[config.mk]
export PLATFORM = sky130hd
export DESIGN_NAME = adc_spi_config
export DESIGN_NICKNAME = d
export VERILOG_FILES = /design/src/rtl/adc_spi_pkg.sv /design/src/rtl/adc_spi_tick.sv /design/src/rtl/adc_spi_config.sv
export SDC_FILE = /design/constraint.sdc
export NUM_CORES = 1
export LEC_CHECK = 0
export BUFFER_PORTS_ARGS = -buffer_cell sky130_fd_sc_hd__buf_4
export CAP_MARGIN = 20
export CORE_MARGIN = 5
export CORE_UTILIZATION = 30
export CTS_CLUSTER_SIZE = 8
export DETAILED_ROUTE_END_ITERATION = 10
export REMOVE_ABC_BUFFERS = 1
export SLEW_MARGIN = 20
export SYNTH_ARGS = -nofsm -noshare
export SYNTH_HDL_FRONTEND = slang
export SYNTH_SLANG_ARGS = --single-unit
[constraint.sdc]
create_clock -name main_clk -period 1.48 [get_ports main_clk]
set_input_delay 0.222 -clock main_clk [delete_from_list [all_inputs] [get_ports main_clk]]
set_output_delay 0.222 -clock main_clk [all_outputs]
set_load 0.03 [all_outputs]
[src/rtl/adc_spi_pkg.sv]
// Shared frame layout, FSM encoding and ADC register map for the 3-wire ADC configuration master.
package adc_spi_pkg;

    localparam int unsigned FRAME_W  = 24;
    localparam int unsigned ADDR_W   = 13;
    localparam int unsigned DATA_W   = 8;

    localparam int unsigned RW_BIT   = 23;
    localparam int unsigned W_MSB    = 22;
    localparam int unsigned W_LSB    = 21;
    localparam int unsigned ADDR_MSB = 20;
    localparam int unsigned ADDR_LSB = 8;
    localparam int unsigned DATA_MSB = 7;
    localparam int unsigned DATA_LSB = 0;

    localparam logic [ADDR_W-1:0] ADC_REG_CONFIG      = 13'h000;
    localparam logic [ADDR_W-1:0] ADC_REG_TRANSFER    = 13'h0FF;
    localparam logic [ADDR_W-1:0] ADC_REG_OUTPUT_MODE = 13'h014;

    typedef enum logic [2:0] {
        StIdle,
        StSetup,
        StShift,
        StHold,
        StGap
    } state_e;

    // Single-byte transfer (W1:W0 = 00); the data field is zero for reads.
    function automatic logic [FRAME_W-1:0] build_frame(input logic              rw,
                                                       input logic [ADDR_W-1:0] addr,
                                                       input logic [DATA_W-1:0] data);
        logic [FRAME_W-1:0] f;
        f                    = '0;
        f[RW_BIT]            = rw;
        f[W_MSB:W_LSB]       = 2'b00;
        f[ADDR_MSB:ADDR_LSB] = addr;
        f[DATA_MSB:DATA_LSB] = rw ? '0 : data;
        return f;
    endfunction

endpackage

[src/rtl/adc_spi_tick.sv]
// SCLK half-period divider: one-cycle rise/fall strobes every CLK_DIV cycles while enabled.
module adc_spi_tick #(
    parameter int unsigned CLK_DIV = 4
) (
    input  logic clk_i,
    input  logic rst_i,
    input  logic en_i,
    output logic sclk_rise_o,
    output logic sclk_fall_o
);

    localparam int unsigned CntW = (CLK_DIV > 1) ? $clog2(CLK_DIV) : 1;
    localparam logic [CntW-1:0] CntLast = CntW'(CLK_DIV - 1);

    logic [CntW-1:0] cnt_q, cnt_d;
    logic            half_q, half_d;
    logic            wrap;

    always_comb begin
        wrap   = en_i && (cnt_q == CntLast);
        cnt_d  = cnt_q;
        half_d = half_q;
        if (!en_i) begin
            // Restart at phase 0 so every frame begins with a full low half-period.
            cnt_d  = '0;
            half_d = 1'b0;
        end else if (wrap) begin
            cnt_d  = '0;
            half_d = !half_q;
        end else begin
            cnt_d  = cnt_q + 1'b1;
        end
    end

    always_ff @(posedge clk_i or posedge rst_i) begin
        if (rst_i) begin
            cnt_q  <= '0;
            half_q <= 1'b0;
        end else begin
            cnt_q  <= cnt_d;
            half_q <= half_d;
        end
    end

    assign sclk_rise_o = wrap && !half_q;
    assign sclk_fall_o = wrap && half_q;

endmodule

[src/rtl/adc_spi_config.sv]
// 3-wire SPI master issuing single-byte 24-bit ADC register frames.
// Define ADC_SPI_READBACK_EN to execute reads; otherwise reads are rejected with rsp_err.
module adc_spi_config
    import adc_spi_pkg::*;
#(
    parameter int unsigned CLK_DIV  = 4,
    parameter int unsigned CS_SETUP = 2,
    parameter int unsigned CS_HOLD  = 2,
    parameter int unsigned CS_IDLE  = 4
) (
    input  logic              main_clk,
    input  logic              rst,
    input  logic              cmd_valid,
    output logic              cmd_ready,
    input  logic              cmd_rw,
    input  logic [ADDR_W-1:0] cmd_addr,
    input  logic [DATA_W-1:0] cmd_wdata,
    output logic              rsp_valid,
    output logic [DATA_W-1:0] rsp_rdata,
    output logic              rsp_err,
    output logic              busy,
    output logic              csb_n,
    output logic              sclk,
    output logic              sdio_out,
    output logic              sdio_oe,
    input  logic              sdio_in
);

`ifdef ADC_SPI_READBACK_EN
    localparam logic ReadbackEn = 1'b1;
`else
    localparam logic ReadbackEn = 1'b0;
`endif

    localparam int unsigned PhMax = (CS_SETUP > CS_HOLD) ?
                                    ((CS_SETUP > CS_IDLE) ? CS_SETUP : CS_IDLE) :
                                    ((CS_HOLD > CS_IDLE) ? CS_HOLD : CS_IDLE);
    localparam int unsigned PhW = (PhMax > 1) ? $clog2(PhMax) : 1;
    localparam logic [PhW-1:0] SetupLoad = PhW'(CS_SETUP - 1);
    localparam logic [PhW-1:0] HoldLoad  = PhW'(CS_HOLD - 1);
    // The rsp_valid cycle is the first of the CS_IDLE high cycles, so GAP covers the rest.
    localparam logic [PhW-1:0] GapLoad   = PhW'(CS_IDLE - 2);

    state_e              state_q, state_d;
    logic [PhW-1:0]      phase_q, phase_d;
    logic [4:0]          bit_q, bit_d;
    logic [FRAME_W-1:0]  frame_q, frame_d;
    logic [DATA_W-1:0]   rdata_q, rdata_d;
    logic                rw_q, rw_d;
    logic                sclk_q, sclk_d;
    logic                oe_q, oe_d;
    logic                rsp_valid_q, rsp_valid_d;
    logic                rsp_err_q, rsp_err_d;
    logic                sclk_rise, sclk_fall;
    logic                cs_active;

    adc_spi_tick #(
        .CLK_DIV (CLK_DIV)
    ) u_tick (
        .clk_i       (main_clk),
        .rst_i       (rst),
        .en_i        (state_q == StShift),
        .sclk_rise_o (sclk_rise),
        .sclk_fall_o (sclk_fall)
    );

    always_comb begin
        state_d     = state_q;
        phase_d     = phase_q;
        bit_d       = bit_q;
        frame_d     = frame_q;
        rdata_d     = rdata_q;
        rw_d        = rw_q;
        sclk_d      = sclk_q;
        oe_d        = oe_q;
        rsp_valid_d = 1'b0;
        rsp_err_d   = 1'b0;
        unique case (state_q)
            StIdle: begin
                if (cmd_valid) begin
                    rw_d    = cmd_rw;
                    rdata_d = '0;
                    bit_d   = '0;
                    if (cmd_rw && !ReadbackEn) begin
                        state_d     = StGap;
                        phase_d     = '0;
                        frame_d     = '0;
                        rsp_valid_d = 1'b1;
                        rsp_err_d   = 1'b1;
                    end else begin
                        state_d = StSetup;
                        phase_d = SetupLoad;
                        frame_d = build_frame(cmd_rw, cmd_addr, cmd_wdata);
                        oe_d    = 1'b1;
                    end
                end
            end
            StSetup: begin
                if (phase_q == '0) state_d = StShift;
                else               phase_d = phase_q - 1'b1;
            end
            StShift: begin
                if (sclk_rise) begin
                    sclk_d = 1'b1;
                    if (rw_q && bit_q >= 5'd16) rdata_d = {rdata_q[DATA_W-2:0], sdio_in};
                end
                if (sclk_fall) begin
                    sclk_d  = 1'b0;
                    frame_d = {frame_q[FRAME_W-2:0], 1'b0};
                    // Turn the line around after the 16 command bits of a read.
                    if (rw_q && bit_q == 5'd15) oe_d = 1'b0;
                    if (bit_q == 5'd23) begin
                        state_d = StHold;
                        phase_d = HoldLoad;
                    end else begin
                        bit_d = bit_q + 5'd1;
                    end
                end
            end
            StHold: begin
                if (phase_q == '0) begin
                    oe_d        = 1'b0;
                    rsp_valid_d = 1'b1;
                    if (CS_IDLE > 1) begin
                        state_d = StGap;
                        phase_d = GapLoad;
                    end else begin
                        state_d = StIdle;
                    end
                end else begin
                    phase_d = phase_q - 1'b1;
                end
            end
            StGap: begin
                if (phase_q == '0) state_d = StIdle;
                else               phase_d = phase_q - 1'b1;
            end
            default: state_d = StIdle;
        endcase
    end

    always_ff @(posedge main_clk or posedge rst) begin
        if (rst) begin
            state_q     <= StIdle;
            phase_q     <= '0;
            bit_q       <= '0;
            frame_q     <= '0;
            rdata_q     <= '0;
            rw_q        <= 1'b0;
            sclk_q      <= 1'b0;
            oe_q        <= 1'b0;
            rsp_valid_q <= 1'b0;
            rsp_err_q   <= 1'b0;
        end else begin
            state_q     <= state_d;
            phase_q     <= phase_d;
            bit_q       <= bit_d;
            frame_q     <= frame_d;
            rdata_q     <= rdata_d;
            rw_q        <= rw_d;
            sclk_q      <= sclk_d;
            oe_q        <= oe_d;
            rsp_valid_q <= rsp_valid_d;
            rsp_err_q   <= rsp_err_d;
        end
    end

    assign cs_active = (state_q == StSetup) || (state_q == StShift) || (state_q == StHold);
    assign cmd_ready = (state_q == StIdle);
    assign busy      = !cmd_ready;
    assign csb_n     = !cs_active;
    assign sclk      = sclk_q;
    assign sdio_out  = cs_active && frame_q[FRAME_W-1];
    assign sdio_oe   = oe_q;
    assign rsp_valid = rsp_valid_q;
    assign rsp_err   = rsp_err_q;
    assign rsp_rdata = (rsp_valid_q && rw_q) ? rdata_q : '0;

endmodule

### Word-level counts from Yosys, hierarchy flattened

Index checks and enable logic that the tools add are counted.

| cells by class | value |
|---|---|
| add/subtract/negate cells | 3 |
| multipliers | 0 |
| div/mod/pow operators | 0 |
| magnitude comparators | 1 |
| equal/unequal tests | 20 |
| shift operators | 0 |
| muxes and demuxes | 45 |
| bitwise gates (word level) | 0 |
| reduce and logical (&&, ||, !) cells | 27 |

Operators by type and width:

| kind | count |
|---|---|
| $mux W24 | 2 |
| $pmux W24 S2 | 1 |
| $mux W8 | 4 |
| $ne A2 B2 Y1 const B | 13 |
| $mux W21 | 1 |
| $mux W3 | 7 |
| $pmux W8 S2 | 1 |
| $mux W5 | 3 |
| $pmux W3 S5 | 1 |
| $mux W1 | 14 |
| $mux W2 | 7 |
| $reduce_and A6 Y1 | 2 |
| $pmux W5 S2 | 1 |
| $pmux W2 S4 | 1 |
| $reduce_and A4 Y1 | 2 |
| $logic_and A1 B1 Y1 | 7 |
| $eq A3 B2 Y1 const B | 2 |
| $add A5 B1 Y5 const B | 1 |
| $eq A5 B4 Y1 const B | 1 |
| $eq A5 B5 Y1 const B | 1 |
| $ge A5 B5 Y1 const B | 1 |
| $reduce_and A5 Y1 | 1 |
| $reduce_and A2 Y1 | 2 |
| $reduce_bool A2 Y1 | 2 |
| 15 further kinds | 18 |

| storage, ports and cells | value |
|---|---|
| register bits | 50 |
| latch bits | 0 |
| memory bits (writable) | 0 |
| ROM bits | 0 |
| input bits | 26 |
| output and inout bits | 16 |
| logic and storage cells | 108 |
| memories kept | 0 |

### Depth between registers and ports, before layout

| logic depth | value |
|---|---|
| depth after elaboration | 5 |
| gate-level depth with buffers | 7 |
| gate-level depth less buffers | 6 |

### Hierarchy

From an unflattened synthesis, not the netlist that was laid out.

| second synthesis, totals | value |
|---|---|
| cells, all modules | 284 |
| area, all modules | 2549.9 µm² |

By module, submodules not included:

| module | instances | cells an instance | area each (µm²) | sequential area each (µm²) |
|---|---|---|---|---|
| adc_spi_config | 1 | 272 | 2411.1 | 1176.1 |
| adc_spi_tick | 1 | 12 | 138.9 | 75.1 |

### Worst setup path before layout

OpenSTA, ideal clock, no wires.

| path | value |
|---|---|
| path type | reg-to-output |
| start | reg state_q[2] |
| end | out busy |
| arrival | 1800 ps |
| setup slack | -542 ps |
| stages on the path, launching flop included | 5 |
| cell sequence | dfrtp_1 > buf_2 > clkbuf_1 > nor3_1 > inv_1 |

| on the way | value |
|---|---|
| cells in the longest elaborated chain, start to end | 2 |

Ends and longest elaborated chain:

| item | line | source |
|---|---|---|
| start: declaration | adc_spi_config.sv:44 | `state_e state_q, state_d;` |
| start signal: assignment | adc_spi_config.sv:144 | `state_q <= StIdle;` |
| start signal: assignment | adc_spi_config.sv:155 | `state_q <= state_d;` |
| $logic_not A3 Y1 | adc_spi_config.sv:169 | `assign cmd_ready = (state_q == StIdle);` |
| net cmd_ready | adc_spi_config.sv:14 | `output logic cmd_ready,` |
| $logic_not A1 Y1 | adc_spi_config.sv:170 | `assign busy = !cmd_ready;` |
| end: declaration | adc_spi_config.sv:21 | `output logic busy,` |

The timed path passes the listed nets, and every way through them passes these cells.

### Worst setup path after layout

| path | value |
|---|---|
| start | reg state_q[0] |
| end | reg frame_q[9] |

| on the way | value |
|---|---|
| cells in the longest elaborated chain, start to end | 5 |
| elaborated cells on any way between the ends | 9 |

Ends and longest elaborated chain:

| item | line | source |
|---|---|---|
| $eq A3 B2 Y1 | adc_spi_config.sv:62, adc_spi_config.sv:78 |  |
| $logic_and A1 B1 Y1 | adc_spi_tick.sv:20 | `wrap = en_i && (cnt_q == CntLast);` |
| $logic_and A1 B1 Y1 | adc_spi_tick.sv:46 | `assign sclk_fall_o = wrap && half_q;` |
| $ne A2 B2 Y1 (no line) | -- |  |
| $reduce_and A3 Y1 (no line) | -- |  |
| end signal: assignment | adc_spi_config.sv:158 | `frame_q <= frame_d;` |
| end: declaration | adc_spi_config.sv:47 | `logic [FRAME_W-1:0] frame_q, frame_d;` |

Parallel ways exist; a longest one is shown, timed or not.
A chain may end at the register's enable or synchronous reset.

==> out/results.txt <==
RD Place Congestion - 0.822
Total congestion overflow - 0
Tcrit/Tclk final - 108%
Remaining antenna violation count after routing - 0
Clock power frac - 18.0%
Die X - 103 um
H-tree levels - 2
Yosys reg bits - 50
Worst-skew pair later-pin latency - 0.31 ns
Row cnt - 34
Final worst slack - -0.116 ns
Final min period - 1.60 ns
CP Capture Type - flip-flop
Routed WL - 6520 um
Total of max-cap violations - 0
Pint - 4.16 mW
Status - finished, violations left
Final Setup Violations - 30
Slowest stage cell, crit path - dfrtp_1
Critical Path Start Type - flip-flop
Worst Tran Pin Value - 0.312 ns
Drt first pass iters - 4
Vias in the first global route - 2286
Adder-Cell Fraction of Synth Area - 2.39%
Number of remaining DRC errors - 0
Post-Layout Cell Count - 471
Sequential-to-total area share from yosys stat - 47.9%
Worst hold path type - input pin to flip-flop
Max Root-Sink Buffers - 2
Netlist cell types - 46
Slew Limit Fails - 0
Largest net degree at the start of global routing - 51
Ratio of cells with drive above 1 in the final layout - 46.8%
Fraction of registers with async set/reset - 100%
Vias per std cell - 4.82
Gr usage total - 12.7%
Post-Synth Simple-Gate Area - 23.3%
Fill cells - 802
Diodes inserted - 0
Hold Worst Slack - 0.134 ns
Worst IR drop on VDD - 0.731 mV
CTS root buf - clkbuf_8
I/O pin count - 42
Synth Area in Compound Gates - 19.0%
RSZ-0062 raised after global routing - true
Post-route cell area - 0.00384 sq mm
Synth Area in XOR/XNOR - 0.670%
CP max FO - 26
Via count - 2270
Sequential power share - 30.0%
Area grow syn2layout - 47.2%
Comb power frac - 52.0%
Multi-input gate area - 0.00149 sq mm
Die ar. - 0.0107 sq mm
Mapped Avg Cell Area - 9.17 sq um
Net count, final - 393
Worst path max stage delay - 0.42 ns
CTS buffer count - 5
Die Y - 103 um
Pwr per Cell Area - 1720 mW/mm^2
Max_slew headroom - 79.2%
Main combinational cell family by area after synthesis - simple AND/OR/NAND/NOR gates
Clk slew on worst S/H paths - 0.09 ns
Mux share of post-synthesis cell area - 1.25%
Drt first-iter violations - 110
Final Skew - 0.00894 ns
Placed Area - 0.00326 sq mm
Cell chain of the critical path - buf_6, or3b_4, buf_12, and3_4, a21oi_2, o21ai_1
Initial antenna violation count - 0
First-pass GRT wire length - 10700 um
Wirelength per Cell - 13.8 um
CP required - 1.67 ns
Violated checks - negative setup slack
Mapped Cells - 285
Setup Crit Path Kind - flip-flop to flip-flop
Reg area - 0.00125 sq mm
Sw Ratio - 37.0%
CTS tree - done
Pleak - 1.77 nW
Total power - 6.61 mW
Post-Syn Area - 0.00261 sq mm
Yosys Warn Count - 0
Worst EP arrival - 1.78 ns
Final core utilization - 44.7%
Final HPWL DP - 4260 um
Switching power of the nets - 2.45 mW
FMAX - 0.627 GHz
Number of flops mapped to enable cells by yosys - 0
Final Hold Fails - 0
Initial Util - 30.4%
Post-Place Cells - 449
Core area - 0.00859 sq mm
IO Port Bufs - 41
Clock tree sinks - 50
Post-synth top flop - dfrtp_1
==> per-layer routing <==
metal  track usage [%]  wire length (um)  vias up
met4              4.98                99        0
li1                  -                 -     1144
met1              16.0              2960     1091
met2              21.6              3270       28
met3              2.41               190        7
met5                 0                 0        -
==> worst paths after layout <==
path	cells after the start	end	slack [ns]	from
max in group asynchronous	4	rw_q	0.73	rst
worst min-delay path	3	rdata_q[0]	0.13	sdio_in
worst max-delay path	6	frame_q[9]	-0.12	state_q[0]
min in group asynchronous	4	frame_q[16]	0.50	rst
worst max register to register	6	frame_q[9]	-0.12	state_q[0]
worst min register to register	1	u_tick.cnt_q[0]	0.46	u_tick.cnt_q[0]
==> cell usage after synthesis, types with 3 or more instances <==
cell | number | share of area, %
nand3_1 | 6 | 1.1
a21oi_2 | 15 | 5.0
and3_1 | 29 | 6.9
o21ai_0 | 19 | 3.6
o21ai_1 | 18 | 3.4
nand2_1 | 50 | 7.2
nor2b_1 | 3 | 0.72
dfrtp_1 | 50 | 48
buf_2 | 7 | 1.3
ha_1 | 5 | 2.4
nor2_1 | 10 | 1.4
clkbuf_1 | 7 | 1.0
a21oi_1 | 10 | 1.9
inv_1 | 12 | 1.7
==> cell usage in the layout, fill, tap and decap left out, types with 3 or more instances in the layout <==
| cell type | netlist | routed |
|---|---|---|
| and3_4 | 1 | 15 |
| o21ai_1 | 18 | 26 |
| nor2_1 | 10 | 6 |
| a21oi_2 | 15 | 19 |
| o21ai_0 | 19 | 8 |
| buf_6 | 2 | 17 |
| dfrtp_1 | 50 | 49 |
| and3_1 | 29 | 15 |
| a21oi_1 | 10 | 6 |
| o21ai_2 | 1 | 3 |
| nand3_1 | 6 | 4 |
| nand2_2 | 0 | 7 |
| buf_4 | 2 | 64 |
| clkbuf_8 | 0 | 6 |
| ha_2 | 0 | 3 |
| buf_12 | 0 | 4 |
| nand2_1 | 50 | 43 |
| inv_1 | 12 | 10 |
==> power groups by stage <==
stage	Sequential (mW)	Combinational, mW	Clock [mW]
2_1_floorplan	2.09	1.40	0
3_3_place_gp	1.99	2.62	0
3_5_place_dp	2.00	2.67	0
4_1_cts	1.97	3.11	1.22
5_1_grt	2.03	3.75	1.27
6_report	1.98	3.44	1.19
==> kinds of logic after synthesis <==
logic type / after synthesis
AND/OR/NAND/NOR: 117
XOR/XNOR: 2
buffers and inverters: 30
adder cells (fa/ha/maj): 5
multiplexers: 3
flip-flops: 50
AO/OA/AOI/OAI: 78
==> stage by stage <==
step                      setup TNS [ns]  setup slack, ns
after global placement           -0.0677          -0.0296
after CTS                          -2.51           -0.122
after global routing               -5.15           -0.188
after floorplan                   -18.10           -0.791
final                              -2.46           -0.116
after detailed placement          -0.355          -0.0476
==> layout make-up <==
type / count / area share, %
flip-flops and latches: 50 / 32.6
repair buffers: 88 / 20.3
clock inverters: 2 / 1.56
multi-input cells: 205 / 38.7
well taps: 108 / 3.51
clock buffers: 6 / 2.15
inverters: 12 / 1.17
==> timing repair <==
item	4_1_cts	5_1_grt
gates cloned	0	2
hold endpoints to repair	50	0
pin swaps	1	13
hold buffers	1	0
endpoints found under the setup margin	39	54
gates resized for setup	35	58
setup buffers	6	5
==> flip-flops by register name, indices dropped and copies added (netlist names), 2 cells and up <==
| register | count |
|---|---|
| rdata_q | 8 |
| frame_q | 24 |
| phase_q | 2 |
| bit_q | 5 |
| u_tick.cnt_q | 2 |
| state_q | 3 |
==> worst max-delay path, delay by kind of cell (launching register included) <==
kind                   cells  cell delay (ns)
flip-flops                 1             0.42
AO/OA/AOI/OAI              2             0.16
buffers and inverters      2             0.31
AND/OR/NAND/NOR            2             0.58
Power figures use the tool's default switching activity.
